[config.mk]
export PLATFORM = sky130hd
export DESIGN_NAME = id_ex_stage
export DESIGN_NICKNAME = d
export VERILOG_FILES = /design/src/rtl/id_ex_stage.sv
export SDC_FILE = /design/constraint.sdc
export NUM_CORES = 1
export LEC_CHECK = 0
export CAP_MARGIN = 20
export CORE_MARGIN = 5
export CORE_UTILIZATION = 23
export DETAILED_ROUTE_END_ITERATION = 6
export DONT_BUFFER_PORTS = 1
export PLACE_DENSITY = 0.45
export SLEW_MARGIN = 25
export SYNTH_ARGS = -nofsm -noshare
export SYNTH_HDL_FRONTEND = slang
export SYNTH_SLANG_ARGS = --single-unit
export TNS_END_PERCENT = 50
[constraint.sdc]
create_clock -name clk -period 2.3 [get_ports clk]
set_input_delay 0.23 -clock clk [delete_from_list [all_inputs] [get_ports clk]]
set_output_delay 0.23 -clock clk [all_outputs]
set_load 0.02 [all_outputs]
[src/rtl/id_ex_stage.sv]
// id_ex_stage: ID/EX pipeline register with load-use stall, flush squash and saturating bubble counter
module id_ex_stage #(
   parameter int BIT_WIDTH  = 5,
   parameter int DATA_WIDTH = 32,
   parameter int CNT_WIDTH  = 16
) (
   input  logic                  clk,
   input  logic                  rst_n,
   input  logic                  id_valid,
   input  logic [DATA_WIDTH-1:0] id_pc,
   input  logic [DATA_WIDTH-1:0] id_rs1_data,
   input  logic [DATA_WIDTH-1:0] id_rs2_data,
   input  logic [DATA_WIDTH-1:0] id_imm,
   input  logic [BIT_WIDTH-1:0]  id_rs1,
   input  logic [BIT_WIDTH-1:0]  id_rs2,
   input  logic [BIT_WIDTH-1:0]  id_rd,
   input  logic                  id_uses_rs1,
   input  logic                  id_uses_rs2,
   input  logic                  id_reg_write,
   input  logic                  id_mem_read,
   input  logic                  id_mem_write,
   input  logic                  id_mem_to_reg,
   input  logic                  id_alu_src,
   input  logic                  id_branch,
   input  logic                  id_jump,
   input  logic [3:0]            id_alu_op,
   input  logic                  ex_flush,
   output logic                  stall,
   output logic                  ID_EX_valid,
   output logic [DATA_WIDTH-1:0] ID_EX_PC,
   output logic [DATA_WIDTH-1:0] ID_EX_A,
   output logic [DATA_WIDTH-1:0] ID_EX_B,
   output logic [DATA_WIDTH-1:0] ID_EX_Imm,
   output logic [BIT_WIDTH-1:0]  ID_EX_Rs,
   output logic [BIT_WIDTH-1:0]  ID_EX_Rt,
   output logic [BIT_WIDTH-1:0]  ID_EX_Rd,
   output logic                  ID_EX_RegWrite,
   output logic                  ID_EX_MemRead,
   output logic                  ID_EX_MemWrite,
   output logic                  ID_EX_MemToReg,
   output logic                  ID_EX_ALUSrc,
   output logic                  ID_EX_Branch,
   output logic                  ID_EX_Jump,
   output logic [3:0]            ID_EX_ALUOp,
   output logic [CNT_WIDTH-1:0]  bubble_count
);
   logic loadUse, bubble, ctlEn;
   assign loadUse = ID_EX_valid & ID_EX_MemRead & (ID_EX_Rd != '0) & id_valid &
                    ((id_uses_rs1 & (id_rs1 == ID_EX_Rd)) | (id_uses_rs2 & (id_rs2 == ID_EX_Rd)));
   assign stall   = loadUse & ~ex_flush;
   assign bubble  = ex_flush | loadUse;
   assign ctlEn   = id_valid & ~bubble;
   // pipeline register: bubble clears everything, otherwise capture with controls gated by valid
   always_ff @(posedge clk or negedge rst_n) begin
      if (!rst_n) begin
         ID_EX_valid    <= 1'b0;
         ID_EX_PC       <= '0;
         ID_EX_A        <= '0;
         ID_EX_B        <= '0;
         ID_EX_Imm      <= '0;
         ID_EX_Rs       <= '0;
         ID_EX_Rt       <= '0;
         ID_EX_Rd       <= '0;
         ID_EX_RegWrite <= 1'b0;
         ID_EX_MemRead  <= 1'b0;
         ID_EX_MemWrite <= 1'b0;
         ID_EX_MemToReg <= 1'b0;
         ID_EX_ALUSrc   <= 1'b0;
         ID_EX_Branch   <= 1'b0;
         ID_EX_Jump     <= 1'b0;
         ID_EX_ALUOp    <= '0;
      end else begin
         ID_EX_valid    <= ctlEn;
         ID_EX_PC       <= bubble ? '0 : id_pc;
         ID_EX_A        <= bubble ? '0 : id_rs1_data;
         ID_EX_B        <= bubble ? '0 : id_rs2_data;
         ID_EX_Imm      <= bubble ? '0 : id_imm;
         ID_EX_Rs       <= bubble ? '0 : id_rs1;
         ID_EX_Rt       <= bubble ? '0 : id_rs2;
         ID_EX_Rd       <= bubble ? '0 : id_rd;
         ID_EX_RegWrite <= ctlEn & id_reg_write;
         ID_EX_MemRead  <= ctlEn & id_mem_read;
         ID_EX_MemWrite <= ctlEn & id_mem_write;
         ID_EX_MemToReg <= ctlEn & id_mem_to_reg;
         ID_EX_ALUSrc   <= ctlEn & id_alu_src;
         ID_EX_Branch   <= ctlEn & id_branch;
         ID_EX_Jump     <= ctlEn & id_jump;
         ID_EX_ALUOp    <= ctlEn ? id_alu_op : 4'd0;
      end
   end
   // counts load-use bubbles only; flush bubbles are not hazards
   always_ff @(posedge clk or negedge rst_n) begin
      if (!rst_n) bubble_count <= '0;
      else if (stall && bubble_count != '1) bubble_count <= bubble_count + 1'b1;
   end
endmodule

# Word-level counts from Yosys, hierarchy flattened

Index checks and enable logic that the tools add are counted.

Bits in registers: 171
Bits of input ports: 160
Output and inout port bits: 172
Logic and storage cells: 50

Add/subtract/negate cells: 1
Eq/ne operators: 3
Multiplexer cells: 8
Bitwise operators: 19
Reductions and logical operators: 2

Operator list:

| operator                | count |
|---|---|
| $mux W32                | 4 |
| $add A16 B1 Y16 const B | 1 |
| $ne A16 B16 Y1 const B  | 1 |
| $and A1 B1 Y1           | 15 |
| $mux W5                 | 3 |
| $eq A5 B5 Y1            | 2 |
| $reduce_bool A5 Y1      | 1 |
| $mux W4                 | 1 |
| $not A1 Y1              | 2 |
| $or A1 B1 Y1            | 2 |
| $logic_and A1 B1 Y1     | 1 |

# Logic depth before layout (Yosys ltp)

Gate-level depths: netlist of run 1.

Depth after elaboration: 8
Gate-level depth with buffers: 7
Mapped depth without buffers: 6

# Worst setup path before layout of run 1

No wires, ideal clock.

Kind: reg2reg
From: register ID_EX_Rd[1]
To: register bubble_count[1]
Library setup time: 0.125 ns
Arrival: 1.914 ns
Data required time: 2.175 ns
Path slack: 0.261 ns
Stages on the path, launching flop included: 6
Path buffers: 0
Period minus slack after synthesis: 2.039 ns
Cell sequence: dfrtp_1 or4_4 o211ai_1 a31oi_1 nand3_1 mux2_2

Longest elaborated chain between the ends: 6
Elaborated cells on any way between the ends: 11
Classes of those cells: 2 x eq/ne; 7 x bitwise; 2 x reduce/logical

RTL lines:

| element                                            | line   | text |
|---|---|---|
| start: declaration                                 | 36     | `output logic [BIT_WIDTH-1:0] ID_EX_Rd,` |
| start signal: assignment                           | 80     | `ID_EX_Rd <= bubble ? '0 : id_rd;` |
| $eq A5 B5 Y1 or $reduce_bool A5 Y1 (tied branches) | 49, 48 |  |
| $and A1 B1 Y1, on equally long branches            | 49, 48 |  |
| $or A1 B1 Y1 or $and A1 B1 Y1 (tied branches)      | 49, 48 |  |
| $and A1 B1 Y1 (*)                                  | 48     | `assign loadUse = ID_EX_valid & ID_EX_MemRead & (ID_EX_Rd != '0) & id_valid &` |
| $and A1 B1 Y1 (*)                                  | 50     | `assign stall = loadUse & ~ex_flush;` |
| $logic_and A1 B1 Y1 (*)                            | 94     | `else if (stall && bubble_count != '1) bubble_count <= bubble_count + 1'b1;` |
| end signal: assignment                             | 94     |  |
| end: declaration                                   | 45     | `output logic [CNT_WIDTH-1:0] bubble_count` |

Every way passes the cells marked *; elsewhere a longest branch is shown, timed or not.
A chain may end at the register's enable or synchronous reset.

# Worst setup path after layout of run 1

From: register ID_EX_Rd[1]
To: output port stall

Longest elaborated chain between the ends: 5
Elaborated cells on any way between the ends: 10
Classes of those cells: 2 x eq/ne; 7 x bitwise; 1 x reduce/logical

RTL lines:

| element                                            | line   | text |
|---|---|---|
| $eq A5 B5 Y1 or $reduce_bool A5 Y1 (tied branches) | 49, 48 |  |
| $and A1 B1 Y1, on equally long branches            | 49, 48 |  |
| $or A1 B1 Y1 or $and A1 B1 Y1 (tied branches)      | 49, 48 |  |
| $and A1 B1 Y1 (*)                                  | 48     |  |
| $and A1 B1 Y1 (*)                                  | 50     |  |
| end: declaration                                   | 28     | `output logic stall,` |

Marks and branches as above.

==> metrics.txt, run 1 <==
# TYPE chip_impl_metric gauge
chip_impl_metric{name="netlist-cell-type-count",unit=""} 25
chip_impl_metric{name="postSynthCellCount",unit=""} 426
chip_impl_info{name="worst_path_cell_chain",value="or4_4 -> o211a_4 -> and3_2"} 1
chip_impl_metric{name="fillCellCount",unit=""} 2546
chip_impl_metric{name="grt_usage",unit="%"} 11.3
chip_impl_metric{name="initial_core_util",unit="%"} 23.1
chip_impl_metric{name="timing.final.crit_share",unit="%"} 94.5
chip_impl_metric{name="critPathMaxFanout",unit=""} 7
chip_impl_metric{name="critical-path-max-stage-delay",unit="ns"} 0.56
chip_impl_metric{name="htree_num_levels",unit=""} 4
chip_impl_metric{name="setup-violations-final",unit=""} 0
chip_impl_info{name="worst_setup_path_end_kind",value="primary output"} 1
chip_impl_metric{name="routed_wire_length_per_instance",unit="um"} 18.2
chip_impl_metric{name="synth_area_per_cell",unit="um2"} 14.0
chip_impl_metric{name="port-buffer-count",unit=""} 0
chip_impl_info{name="cts_tree",value="built"} 1
chip_impl_metric{name="cp.required",unit="ns"} 2.07
chip_impl_metric{name="place.gp.congestion",unit=""} 0.788
chip_impl_metric{name="max_vdd_drop",unit="uV"} 418
chip_impl_info{name="start_kind",value="register"} 1
chip_impl_metric{name="dpl_worst_slack",unit="ns"} 0.228
chip_impl_info{name="crit-reg2reg-launch",value="ID_EX_Rd[1]"} 1
chip_impl_metric{name="fin_worst_setup_slack",unit="ns"} 0.125
chip_impl_metric{name="cell_area_after_synthesis",unit="um2"} 5970
chip_impl_metric{name="area_growth",unit="%"} 43.4
chip_impl_metric{name="p_leak",unit="nW"} 3.84
chip_impl_metric{name="die_y",unit="um"} 171
chip_impl_metric{name="synth_sequential_area_ratio",unit="%"} 71.7
chip_impl_metric{name="maxSlewHeadroom",unit="%"} 55.2
chip_impl_info{name="violations",value="hold timing"} 1
chip_impl_metric{name="antenna_found_initial",unit=""} 1
chip_impl_metric{name="clk_latency",unit="ns"} 0.42
chip_impl_metric{name="p_per_area",unit="nW/um2"} 770
chip_impl_metric{name="worst_r2r_path_depth",unit=""} 5
chip_impl_metric{name="route.vias.total",unit=""} 3832
chip_impl_metric{name="clock.fmax",unit="GHz"} 0.460
chip_impl_metric{name="postRouteAntennaNets",unit=""} 0
chip_impl_metric{name="post_layout_power",unit="mW"} 6.59
chip_impl_metric{name="synth-edff-count",unit=""} 0
chip_impl_metric{name="cap_viol_max_count",unit=""} 0
chip_impl_metric{name="finalHoldWorstSlack",unit="ns"} -0.502
chip_impl_metric{name="placement_rows",unit=""} 59
chip_impl_info{name="outcome",value="complete, but fails checks"} 1
chip_impl_info{name="cp_slowest_cell",value="sky130_fd_sc_hd__or4_4"} 1
chip_impl_metric{name="worst-slew-pin-transition",unit="ns"} 0.671
chip_impl_metric{name="synth.ff_latch_count",unit=""} 171
chip_impl_info{name="critical_path.reg2reg.endpoint",value="ID_EX_Imm[18]"} 1
chip_impl_metric{name="final_hold_viol_count",unit=""} 171
chip_impl_metric{name="cts_made_buffers",unit=""} 17
chip_impl_info{name="synth_top_family_by_area",value="simple AND/OR/NAND/NOR gates"} 1
chip_impl_info{name="mostFrequentLayoutCells",value="sky130_fd_sc_hd__dfrtp_1, sky130_fd_sc_hd__and2_1, sky130_fd_sc_hd__dlygate4sd3_1"} 1
chip_impl_metric{name="post_synth_fa_ha_maj_area_fraction",unit="%"} 0.210
chip_impl_metric{name="finalSetupTns",unit="ns"} 0
chip_impl_metric{name="first_global_vias",unit=""} 4342
chip_impl_metric{name="dp_hpwl",unit="um"} 11700
chip_impl_metric{name="detail_route.iter0.violations",unit=""} 118
chip_impl_info{name="ys.flop_type",value="sky130_fd_sc_hd__dfrtp_1"} 1
chip_impl_metric{name="final_core_util",unit="%"} 33.1
chip_impl_metric{name="floorplan.io_pins",unit=""} 332
chip_impl_info{name="hp-class",value="input pin to asynchronous set/reset pin"} 1
chip_impl_info{name="critical_path_class",value="register to primary output"} 1
chip_impl_metric{name="synth_warn",unit=""} 0
chip_impl_metric{name="async_reset_ff_share",unit="%"} 100
chip_impl_metric{name="globalRouteOverflowTotal",unit=""} 0
chip_impl_metric{name="clk_pin_slew",unit="ns"} 0.08
chip_impl_metric{name="synth.net_count",unit=""} 587
chip_impl_metric{name="report.final.slew_viol_count",unit=""} 0
chip_impl_metric{name="grt_max_degree",unit=""} 172
chip_impl_metric{name="clock_sink_count",unit=""} 171
chip_impl_metric{name="fp.dieW",unit="um"} 171
chip_impl_metric{name="synth.mux.area_fraction",unit="%"} 0.566
chip_impl_metric{name="placeableCoreArea",unit="um2"} 25800
chip_impl_metric{name="dieArea",unit="um2"} 29300
chip_impl_metric{name="synth_simple_gate_area_share",unit="%"} 20.6
chip_impl_info{name="layout_commonest_cell",value="sky130_fd_sc_hd__dfrtp_1"} 1
chip_impl_metric{name="synthesized_area_fraction_occupied_by_ao_oa_aoi_and_oai_cells",unit="%"} 1.45
chip_impl_metric{name="cts-root-to-sink-buffers",unit=""} 2
chip_impl_metric{name="drcViolationCount",unit=""} 0
chip_impl_info{name="rsz_0062_raised_after_global_routing",value="false"} 1
chip_impl_metric{name="clock_tree_skew_after_final_layout",unit="ns"} 0.0107
chip_impl_metric{name="share_of_layout_cells_above_drive_strength_1",unit="%"} 9.77
chip_impl_metric{name="nets",unit=""} 762
chip_impl_metric{name="fin_crit",unit="ns"} 2.17
chip_impl_metric{name="reg2reg_setup_slack",unit="ns"} 0.22
chip_impl_metric{name="grt_first_pass_wirelength",unit="um"} 25400
chip_impl_metric{name="holdBufCountCts",unit=""} 154
chip_impl_metric{name="cp.arrival",unit="ns"} 1.94
chip_impl_metric{name="finalWirelength",unit="um"} 17300
chip_impl_info{name="root_buffer",value="sky130_fd_sc_hd__clkbuf_16"} 1
chip_impl_metric{name="dr.pass1.iters",unit=""} 4
chip_impl_metric{name="synth-xor-area-share",unit="%"} 3.37
chip_impl_metric{name="avgViaCountPerCell",unit=""} 4.03
[synth_stat cells (2+ instances only)]
master	number	area [um2]
sky130_fd_sc_hd__buf_6	8	90.1
sky130_fd_sc_hd__mux2_2	3	33.8
sky130_fd_sc_hd__nand4_1	13	81.3
sky130_fd_sc_hd__nor3_1	4	20.0
sky130_fd_sc_hd__o21ai_0	2	10.0
sky130_fd_sc_hd__clkbuf_1	10	37.5
sky130_fd_sc_hd__nand2b_1	2	12.5
sky130_fd_sc_hd__a31oi_1	2	12.5
sky130_fd_sc_hd__nand2_1	5	18.8
sky130_fd_sc_hd__nand3_1	9	45.0
sky130_fd_sc_hd__xnor2_1	23	201
sky130_fd_sc_hd__dfrtp_1	171	4280
sky130_fd_sc_hd__and2_1	154	963
sky130_fd_sc_hd__nor2_1	3	11.3
sky130_fd_sc_hd__and3_1	7	43.8
[critical path, delay by kind of cell, from the launching register on]
kind / cells / cell delay (ns)
AO/OA/AOI/OAI: 1 / 0.28
flip-flops: 1 / 0.42
AND/OR/NAND/NOR: 2 / 0.83
[sequential cells by signal (all words and copies together), names as in the netlist]
name / cells
ID_EX_Branch: 1
ID_EX_ALUSrc: 1
ID_EX_RegWrite: 1
ID_EX_PC: 32
ID_EX_B: 32
ID_EX_Rd: 5
ID_EX_A: 32
ID_EX_Jump: 1
bubble_count: 16
ID_EX_MemToReg: 1
ID_EX_Rs: 5
ID_EX_Rt: 5
ID_EX_ALUOp: 4
ID_EX_MemWrite: 1
ID_EX_Imm: 32
ID_EX_valid: 1
ID_EX_MemRead: 1
[worst max path at each step]
| stage | from | to | slack, ns | cells after the start |
|---|---|---|---|---|
| 6_report | ID_EX_Rd[1] | stall | 0.13 | 3 |
| 5_1_grt | ID_EX_Rd[1] | stall | 0.06 | 3 |
| 4_1_cts | ID_EX_Rd[2] | stall | 0.007 | 6 |
| 3_5_place_dp | ID_EX_Rd[1] | ID_EX_Imm[18] | 0.23 | 5 |
| 3_3_place_gp | ID_EX_Rd[1] | ID_EX_Imm[25] | 0.27 | 5 |
| 2_1_floorplan | ID_EX_Rd[1] | bubble_count[1] | 0.26 | 5 |
[cells by family after synthesis]
group           after synthesis
simple gates                201
flops                       171
mux                           3
xor+xnor                     23
buf+inv                      18
compound gates                9
fa+ha+maj                     1
[power breakdown]
part | internal, mW | switching, mW
registers | 3.14 | 0.249
logic | 0.275 | 0.139
clock network | 1.45 | 1.34
[repair_timing]
action	in CTS	in global routing
endpoints found under the hold margin	325	171
resized for setup	0	2
endpoints found under the setup margin	0	1
setup buffers	0	3
[stage by stage]
step / instances / hold slack (ns) / instance area, um2
final: 951 / -0.502 / 8560
after floorplan: 426 / -0.0656 / 5970
after global routing: 951 / -0.536 / 8560
after detailed placement: 760 / -0.0608 / 6410
after global placement: 760 / -0.0612 / 6410
after CTS: 946 / -0.534 / 8530
[per-layer routing]
metal / wire [um] / global-route usage, % / vias to the layer above
li1: - / - / 1703
met1: 5920 / 11.7 / 1902
met2: 9160 / 20.4 / 203
met3: 1860 / 5.06 / 24
met4: 353 / 4.03 / 0
met5: 0 / 0 / -
[cell type report]
type	count	area (um2)	area share, %
clock buffer	17	425	4.97
clock inverter	15	148	1.72
timing repair buffer	174	1720	20.1
sequential	171	4280	50.0
multi-input combinational	237	1570	18.3
tap	335	419	4.90
antenna	2	5.00	0.0585
(Power assumes the default switching activity.)
==> run 2, diff against run 1 <==
ABC_AREA = 1   (was not set)
CAP_MARGIN = not set   (was 20)
==> run 2 against run 1 <==
Compared with the run above: the flow still finishes with violations (hold timing); worst hold slack got worse by 0.0013 ns; via count increased by 19%; critical path depth grew 5; global-route usage decreased by 0.056 points; synthesized area up 9.0%; wire length grew 8.7%; sequential power about the same; setup slack improved by 0.079 ns; first-iteration DRC count grew 61%; total power rose by 1.9%; sequential share of layout area decreased by 2.3 points; flip-flop and latch count stayed put; largest cell class unchanged; highest routed layer unchanged.
==> metrics.txt, run 2 <==
# TYPE chip_impl_metric gauge
chip_impl_metric{name="netlist-cell-type-count",unit=""} 23
chip_impl_metric{name="avgViaCountPerCell",unit=""} 3.76
chip_impl_metric{name="cts-root-to-sink-buffers",unit=""} 2
chip_impl_info{name="synth_top_cells_by_count",value="sky130_fd_sc_hd__dfrtp_1, sky130_fd_sc_hd__inv_1, sky130_fd_sc_hd__nor2_1, sky130_fd_sc_hd__nand2_1, sky130_fd_sc_hd__clkbuf_8"} 1
chip_impl_metric{name="comb_power_share",unit="%"} 6.8
chip_impl_metric{name="die_y",unit="um"} 178
chip_impl_metric{name="synth.ff_latch_count",unit=""} 171
chip_impl_metric{name="port-buffer-count",unit=""} 0
chip_impl_metric{name="async_reset_ff_share",unit="%"} 100
chip_impl_metric{name="worst-slew-pin-transition",unit="ns"} 0.411
chip_impl_metric{name="clock_tree_skew_after_final_layout",unit="ns"} 0.0127
chip_impl_metric{name="timing.final.crit_share",unit="%"} 91.1
chip_impl_metric{name="total_switching_power",unit="mW"} 1.85
chip_impl_metric{name="fp.dieW",unit="um"} 178
chip_impl_metric{name="nets",unit=""} 988
chip_impl_metric{name="power.clock.fraction",unit="%"} 42.7
chip_impl_info{name="rsz_0062_raised_after_global_routing",value="false"} 1
chip_impl_metric{name="cp.required",unit="ns"} 2.07
chip_impl_info{name="worst_setup_path_startpoint",value="ID_EX_Rd[4]"} 1
chip_impl_info{name="critical_path_class",value="register to primary output"} 1
chip_impl_metric{name="cts_resized",unit=""} 0
chip_impl_metric{name="drcViolationCount",unit=""} 0
chip_impl_metric{name="setup-violations-final",unit=""} 0
chip_impl_metric{name="critPathMaxFanout",unit=""} 5
chip_impl_metric{name="cell_area_after_synthesis",unit="um2"} 6510
chip_impl_metric{name="internal_power",unit="mW"} 4.86
chip_impl_info{name="violations",value="hold timing"} 1
chip_impl_metric{name="finalWirelength",unit="um"} 18800
chip_impl_metric{name="placeableCoreArea",unit="um2"} 27900
chip_impl_metric{name="grt_first_pass_wirelength",unit="um"} 27400
chip_impl_metric{name="clk_pin_slew",unit="ns"} 0.08
chip_impl_info{name="mostFrequentLayoutCells",value="sky130_fd_sc_hd__dfrtp_1, sky130_fd_sc_hd__inv_1, sky130_fd_sc_hd__nor2_1"} 1
chip_impl_metric{name="p_leak",unit="nW"} 4.76
chip_impl_metric{name="clk_latency",unit="ns"} 0.42
chip_impl_metric{name="floorplan.io_pins",unit=""} 332
chip_impl_metric{name="cp.arrival",unit="ns"} 1.87
chip_impl_metric{name="htree_num_levels",unit=""} 4
chip_impl_metric{name="first_global_vias",unit=""} 4845
chip_impl_info{name="cts_tree",value="built"} 1
chip_impl_metric{name="synth.net_count",unit=""} 826
chip_impl_metric{name="fin_crit",unit="ns"} 2.10
chip_impl_metric{name="synth_area_per_cell",unit="um2"} 9.78
chip_impl_metric{name="detail_route.iter0.violations",unit=""} 190
chip_impl_metric{name="place.gp.congestion",unit=""} 0.741
chip_impl_info{name="layout_commonest_cell",value="sky130_fd_sc_hd__dfrtp_1"} 1
chip_impl_metric{name="maxSlewHeadroom",unit="%"} 72.6
chip_impl_metric{name="final_hold_viol_count",unit=""} 171
chip_impl_metric{name="max_vdd_drop",unit="uV"} 371
chip_impl_metric{name="synth-edff-count",unit=""} 0
chip_impl_metric{name="dp_hpwl",unit="um"} 13000
chip_impl_metric{name="p_per_area",unit="nW/um2"} 747
chip_impl_metric{name="share_of_layout_cells_above_drive_strength_1",unit="%"} 7.14
chip_impl_info{name="outcome",value="complete, but fails checks"} 1
chip_impl_metric{name="switching_share",unit="%"} 27.6
chip_impl_metric{name="clock.fmax",unit="GHz"} 0.477
chip_impl_metric{name="dpl_worst_slack",unit="ns"} 0.353
chip_impl_metric{name="synth_sequential_area_ratio",unit="%"} 65.8
chip_impl_metric{name="route.vias.total",unit=""} 4578
chip_impl_info{name="yosys.area.top_type",value="sky130_fd_sc_hd__dfrtp_1"} 1
chip_impl_metric{name="report.final.slew_viol_count",unit=""} 0
chip_impl_metric{name="antenna_found_initial",unit=""} 1
chip_impl_metric{name="area_growth",unit="%"} 38.1
chip_impl_info{name="worst_setup_path_end_kind",value="primary output"} 1
chip_impl_metric{name="fin_worst_setup_slack",unit="ns"} 0.204
chip_impl_metric{name="grt_max_degree",unit=""} 172
chip_impl_metric{name="postSynthCellCount",unit=""} 665
chip_impl_metric{name="cts_post_setup_buffers_inserted",unit=""} 0
chip_impl_info{name="crit-reg2reg-launch",value="ID_EX_Rd[4]"} 1
chip_impl_metric{name="cts_made_buffers",unit=""} 17
chip_impl_metric{name="finalHoldWorstSlack",unit="ns"} -0.504
chip_impl_metric{name="synth_warn",unit=""} 0
chip_impl_metric{name="clock_sink_count",unit=""} 171
chip_impl_metric{name="cap_viol_max_count",unit=""} 0
chip_impl_metric{name="globalRouteOverflowTotal",unit=""} 0
chip_impl_metric{name="grt_usage",unit="%"} 11.3
chip_impl_info{name="post-synth-top-count-cell",value="sky130_fd_sc_hd__dfrtp_1"} 1
chip_impl_metric{name="initial_core_util",unit="%"} 23.4
chip_impl_info{name="synthTopCellsByArea",value="sky130_fd_sc_hd__dfrtp_1, sky130_fd_sc_hd__inv_1, sky130_fd_sc_hd__nor2_1"} 1
chip_impl_metric{name="finalSetupTns",unit="ns"} 0
chip_impl_metric{name="dieArea",unit="um2"} 31800
chip_impl_info{name="start_kind",value="register"} 1
chip_impl_metric{name="routed_wire_length_per_instance",unit="um"} 15.4
chip_impl_metric{name="synth_top_area_share",unit="%"} 65.8
chip_impl_metric{name="dr.pass1.iters",unit=""} 4
chip_impl_info{name="ys.flop_type",value="sky130_fd_sc_hd__dfrtp_1"} 1
chip_impl_metric{name="placement_rows",unit=""} 61
chip_impl_info{name="root_buffer",value="sky130_fd_sc_hd__clkbuf_16"} 1
chip_impl_metric{name="power_frac_seq",unit="%"} 50.6
chip_impl_metric{name="holdBufCountCts",unit=""} 154
chip_impl_info{name="hp-class",value="input pin to asynchronous set/reset pin"} 1
chip_impl_metric{name="postRouteAntennaNets",unit=""} 0
[run 2: cells by family after synthesis]
kind of cell,synth area share (%)
and+or+nand+nor,18.6
buffers and inverters,13.6
DFF,65.8
xor gates and xnor gates,1.75
AOI/OAI and AO/OA,0.0768
adders and majority gates,0.192
[run 2: layout make-up]
cell class | instances | area, um2
Fill cell | 2847 | 18900
Sequential cell | 171 | 4280
Timing Repair Buffer | 163 | 1650
Multi-Input combinational cell | 305 | 1350
Inverter | 169 | 634
Tap cell | 378 | 473
Clock buffer | 17 | 425
Clock inverter | 15 | 171
Antenna cell | 1 | 2.50
[run 2: power by group through the flow]
stage                     Clock [mW]  Sequential, mW  Combinational (mW)
after global placement             0            3.46               0.235
after global routing            3.11            3.41               0.505
after floorplan                    0            3.42               0.200
final                           2.87            3.39               0.454
after detailed placement           0            3.46               0.241
after CTS                       3.00            3.40               0.458
[run 2: worst paths after layout]
check	endpoint	slack, ns	cells after the start
max	stall	0.20	8
min	ID_EX_B[21]	-0.50	0
min reg2reg	bubble_count[5]	0.68	2
min in group clk	bubble_count[2]	0.17	4
max reg2reg	ID_EX_Imm[10]	0.36	10
max in group asynchronous	ID_EX_B[7]	2.58	0
[run 2: metal layers]
layer | vias to the layer above | share of wire [%] | track usage [%]
li1 | 2192 | - | -
met1 | 2176 | 37 | 11.7
met2 | 194 | 51 | 20.6
met3 | 16 | 9.4 | 4.64
met4 | 0 | 1.8 | 3.77
met5 | - | 0 | 0
[run 2: worst max-delay path, cell delays in order (launching register included)]
cell and delay, ns:
sky130_fd_sc_hd__dfrtp_1 0.55, sky130_fd_sc_hd__inv_1 0.12, sky130_fd_sc_hd__nand2_1 0.07, sky130_fd_sc_hd__nand2_1 0.05
sky130_fd_sc_hd__nor2_1 0.09, sky130_fd_sc_hd__nand3_1 0.10, sky130_fd_sc_hd__nand2_2 0.14, sky130_fd_sc_hd__nand3_2 0.12
sky130_fd_sc_hd__inv_1 0.22
[run 2: stage by stage]
step                instances  instance area (um2)  utilization, %  total power, mW
finish                   1219                 8980            32.2             6.71
global route             1219                 8980            32.2             7.02
CTS                      1218                 8980            32.2             6.86
detailed placement       1032                 6840            24.6             3.70
global placement         1032                 6840            24.6             3.69
floorplan                 665                 6510               -             3.62
==> run 3, diff against run 2 <==
CORE_MARGIN = not set   (was 5)
==> run 3 against run 2 <==
Compared with the run above: the run still ends with hold timing left; core utilization grew 0.18 points; final area grew 0.28%; combinational power shrank 2%; global-route usage grew 0.86 points; die area shrank 8.8%; non-clock buffer count shrank 2; first-iteration DRC count grew 7.4%; flip-flop and latch count is the same; fmax grew 2.9%; clock power grew 9.8%; sequential power is essentially flat; setup slack gained 0.060 ns; critical path type unchanged; critical endpoint unchanged; largest cell class unchanged; highest routed layer unchanged.
==> metrics.txt, run 3 (same netlist as run 2, synthesis figures left out) <==
# TYPE chip_impl_metric gauge
chip_impl_metric{name="cp.arrival",unit="ns"} 1.81
chip_impl_metric{name="clk_pin_slew",unit="ns"} 0.07
chip_impl_metric{name="finalWirelength",unit="um"} 17700
chip_impl_info{name="violations",value="hold timing"} 1
chip_impl_metric{name="postRouteAntennaNets",unit=""} 0
chip_impl_metric{name="dp_hpwl",unit="um"} 11500
chip_impl_metric{name="placeableCoreArea",unit="um2"} 27800
chip_impl_info{name="layout_commonest_cell",value="sky130_fd_sc_hd__dfrtp_1"} 1
chip_impl_metric{name="cp.required",unit="ns"} 2.07
chip_impl_metric{name="share_of_layout_cells_above_drive_strength_1",unit="%"} 6.92
chip_impl_metric{name="setup-violations-final",unit=""} 0
chip_impl_metric{name="grt_usage",unit="%"} 12.1
chip_impl_metric{name="place.gp.congestion",unit=""} 0.758
chip_impl_metric{name="fp.dieW",unit="um"} 170
chip_impl_metric{name="maxSlewHeadroom",unit="%"} 72.5
chip_impl_metric{name="max_vdd_drop",unit="uV"} 397
chip_impl_metric{name="cts_made_buffers",unit=""} 17
chip_impl_metric{name="nets",unit=""} 986
chip_impl_metric{name="finalNonFillerCells",unit=""} 1217
chip_impl_metric{name="grt_max_degree",unit=""} 172
chip_impl_metric{name="htree_num_levels",unit=""} 4
chip_impl_metric{name="worst-slew-pin-transition",unit="ns"} 0.413
chip_impl_metric{name="route.vias.total",unit=""} 4590
chip_impl_metric{name="dr.pass1.iters",unit=""} 4
chip_impl_info{name="worst_path_cell_chain",value="inv_1 -> nand2_1 -> nand2_1 -> nor2_1 -> nand3_1 -> nand2_2 -> nand3_2 -> inv_1"} 1
chip_impl_metric{name="final_core_util",unit="%"} 32.4
chip_impl_metric{name="cts_resized",unit=""} 0
chip_impl_metric{name="final_hold_viol_count",unit=""} 171
chip_impl_info{name="mostFrequentLayoutCells",value="sky130_fd_sc_hd__dfrtp_1, sky130_fd_sc_hd__inv_1, sky130_fd_sc_hd__nor2_1"} 1
chip_impl_metric{name="critical-path-max-stage-delay",unit="ns"} 0.48
chip_impl_metric{name="p_per_area",unit="nW/um2"} 775
chip_impl_metric{name="timing.final.crit_share",unit="%"} 88.5
chip_impl_metric{name="holdBufCountCts",unit=""} 154
chip_impl_metric{name="finalSetupTns",unit="ns"} 0
chip_impl_metric{name="dieArea",unit="um2"} 29000
chip_impl_info{name="worst_setup_path_startpoint",value="ID_EX_Rd[0]"} 1
chip_impl_metric{name="post-place-cells",unit=""} 1030
chip_impl_info{name="rsz_0062_raised_after_global_routing",value="false"} 1
chip_impl_metric{name="grt_first_pass_wirelength",unit="um"} 26400
chip_impl_metric{name="report.final.slew_viol_count",unit=""} 0
chip_impl_metric{name="cts_post_setup_buffers_inserted",unit=""} 0
chip_impl_metric{name="cts-root-to-sink-buffers",unit=""} 2
chip_impl_metric{name="floorplan.io_pins",unit=""} 332
chip_impl_metric{name="p_leak",unit="nW"} 4.78
chip_impl_metric{name="drcViolationCount",unit=""} 0
chip_impl_metric{name="clock_sink_count",unit=""} 171
chip_impl_info{name="root_buffer",value="sky130_fd_sc_hd__clkbuf_16"} 1
chip_impl_metric{name="clock.fmax",unit="GHz"} 0.491
chip_impl_metric{name="globalRouteOverflowTotal",unit=""} 0
chip_impl_metric{name="antenna_found_initial",unit=""} 1
chip_impl_metric{name="routed_wire_length_per_instance",unit="um"} 14.5
chip_impl_info{name="outcome",value="complete, but fails checks"} 1
chip_impl_info{name="worst_setup_path_end_kind",value="primary output"} 1
chip_impl_metric{name="post_layout_power",unit="mW"} 6.99
chip_impl_info{name="hp-class",value="input pin to asynchronous set/reset pin"} 1
chip_impl_info{name="critical_path_class",value="register to primary output"} 1
chip_impl_info{name="cp_slowest_cell",value="sky130_fd_sc_hd__dfrtp_1"} 1
chip_impl_metric{name="critPathMaxFanout",unit=""} 4
chip_impl_metric{name="first_global_vias",unit=""} 4771
chip_impl_metric{name="clk_latency",unit="ns"} 0.42
chip_impl_metric{name="placement_rows",unit=""} 61
chip_impl_metric{name="port-buffer-count",unit=""} 0
chip_impl_info{name="start_kind",value="register"} 1
chip_impl_metric{name="finalHoldWorstSlack",unit="ns"} -0.502
chip_impl_metric{name="cap_viol_max_count",unit=""} 0
chip_impl_metric{name="avgViaCountPerCell",unit=""} 3.77
chip_impl_metric{name="initial_core_util",unit="%"} 23.4
chip_impl_metric{name="die_y",unit="um"} 170
chip_impl_metric{name="detail_route.iter0.violations",unit=""} 204
chip_impl_info{name="cts_tree",value="built"} 1
chip_impl_metric{name="clock_tree_skew_after_final_layout",unit="ns"} 0.0122
chip_impl_info{name="crit-reg2reg-launch",value="ID_EX_Rd[0]"} 1
chip_impl_metric{name="fin_crit",unit="ns"} 2.04
chip_impl_metric{name="area_growth",unit="%"} 38.5
==> run 3: changes by cell type in the layout (fill, tap and decap cells not counted), moves of 2 or more <==
cell | before | now
sky130_fd_sc_hd__bufinv_16 | 0 | 4
sky130_fd_sc_hd__clkinv_4 | 0 | 3
sky130_fd_sc_hd__clkinv_8 | 5 | 1
sky130_fd_sc_hd__inv_6 | 5 | 3
sky130_fd_sc_hd__inv_8 | 3 | 1
==> run 3: per-layer routing <==
metal  wire length, um  part of all wire, %  GRT usage, %
met1              6750                   38          12.8
met3              1450                  8.2          4.56
met4               219                  1.2          4.47
met2              9250                   52          21.9
met5                 0                    0             0
==> run 3: power breakdown <==
| group | switching, mW | total, mW | internal [mW] |
|---|---|---|---|
| Clock | 1.27 | 3.15 | 1.88 |
| Combinational | 0.196 | 0.445 | 0.249 |
| Sequential | 0.248 | 3.39 | 3.14 |
| Total | 1.72 | 6.99 | 5.27 |
==> run 3: per-stage QoR <==
step / worst slack [ns] / hold WS (ns) / area, um2
floorplan: 0.685 / -0.0656 / 6510
global placement: 0.420 / -0.0622 / 6820
detailed placement: 0.382 / -0.0617 / 6820
CTS: 0.221 / -0.536 / 9010
global route: 0.0533 / -0.539 / 9010
finish: 0.264 / -0.502 / 9010
==> run 3: cell type report <==
cell class | count | area, um2
clock inverters | 14 | 210
well taps | 378 | 473
clock buffers | 18 | 439
flip-flops and latches | 171 | 4280
inverters | 169 | 634
diodes | 1 | 2.50
fillers | 2892 | 18800
repair buffers | 161 | 1620
multi-input cells | 305 | 1350
==> run 3: worst paths after layout <==
check | endpoint | slack, ns | depth (start not counted)
max | stall | 0.26 | 8
min | ID_EX_PC[9] | -0.50 | 0
max reg2reg | ID_EX_B[23] | 0.36 | 10
min reg2reg | bubble_count[1] | 0.67 | 2
max in group asynchronous | bubble_count[7] | 2.61 | 0
min in group clk | bubble_count[2] | 0.17 | 4
==> run 3: worst max-delay path, delay by kind of cell (launching register included) <==
family | cells | cell delay [ns]
buf+inv | 2 | 0.35
flops | 1 | 0.48
simple gates | 6 | 0.55
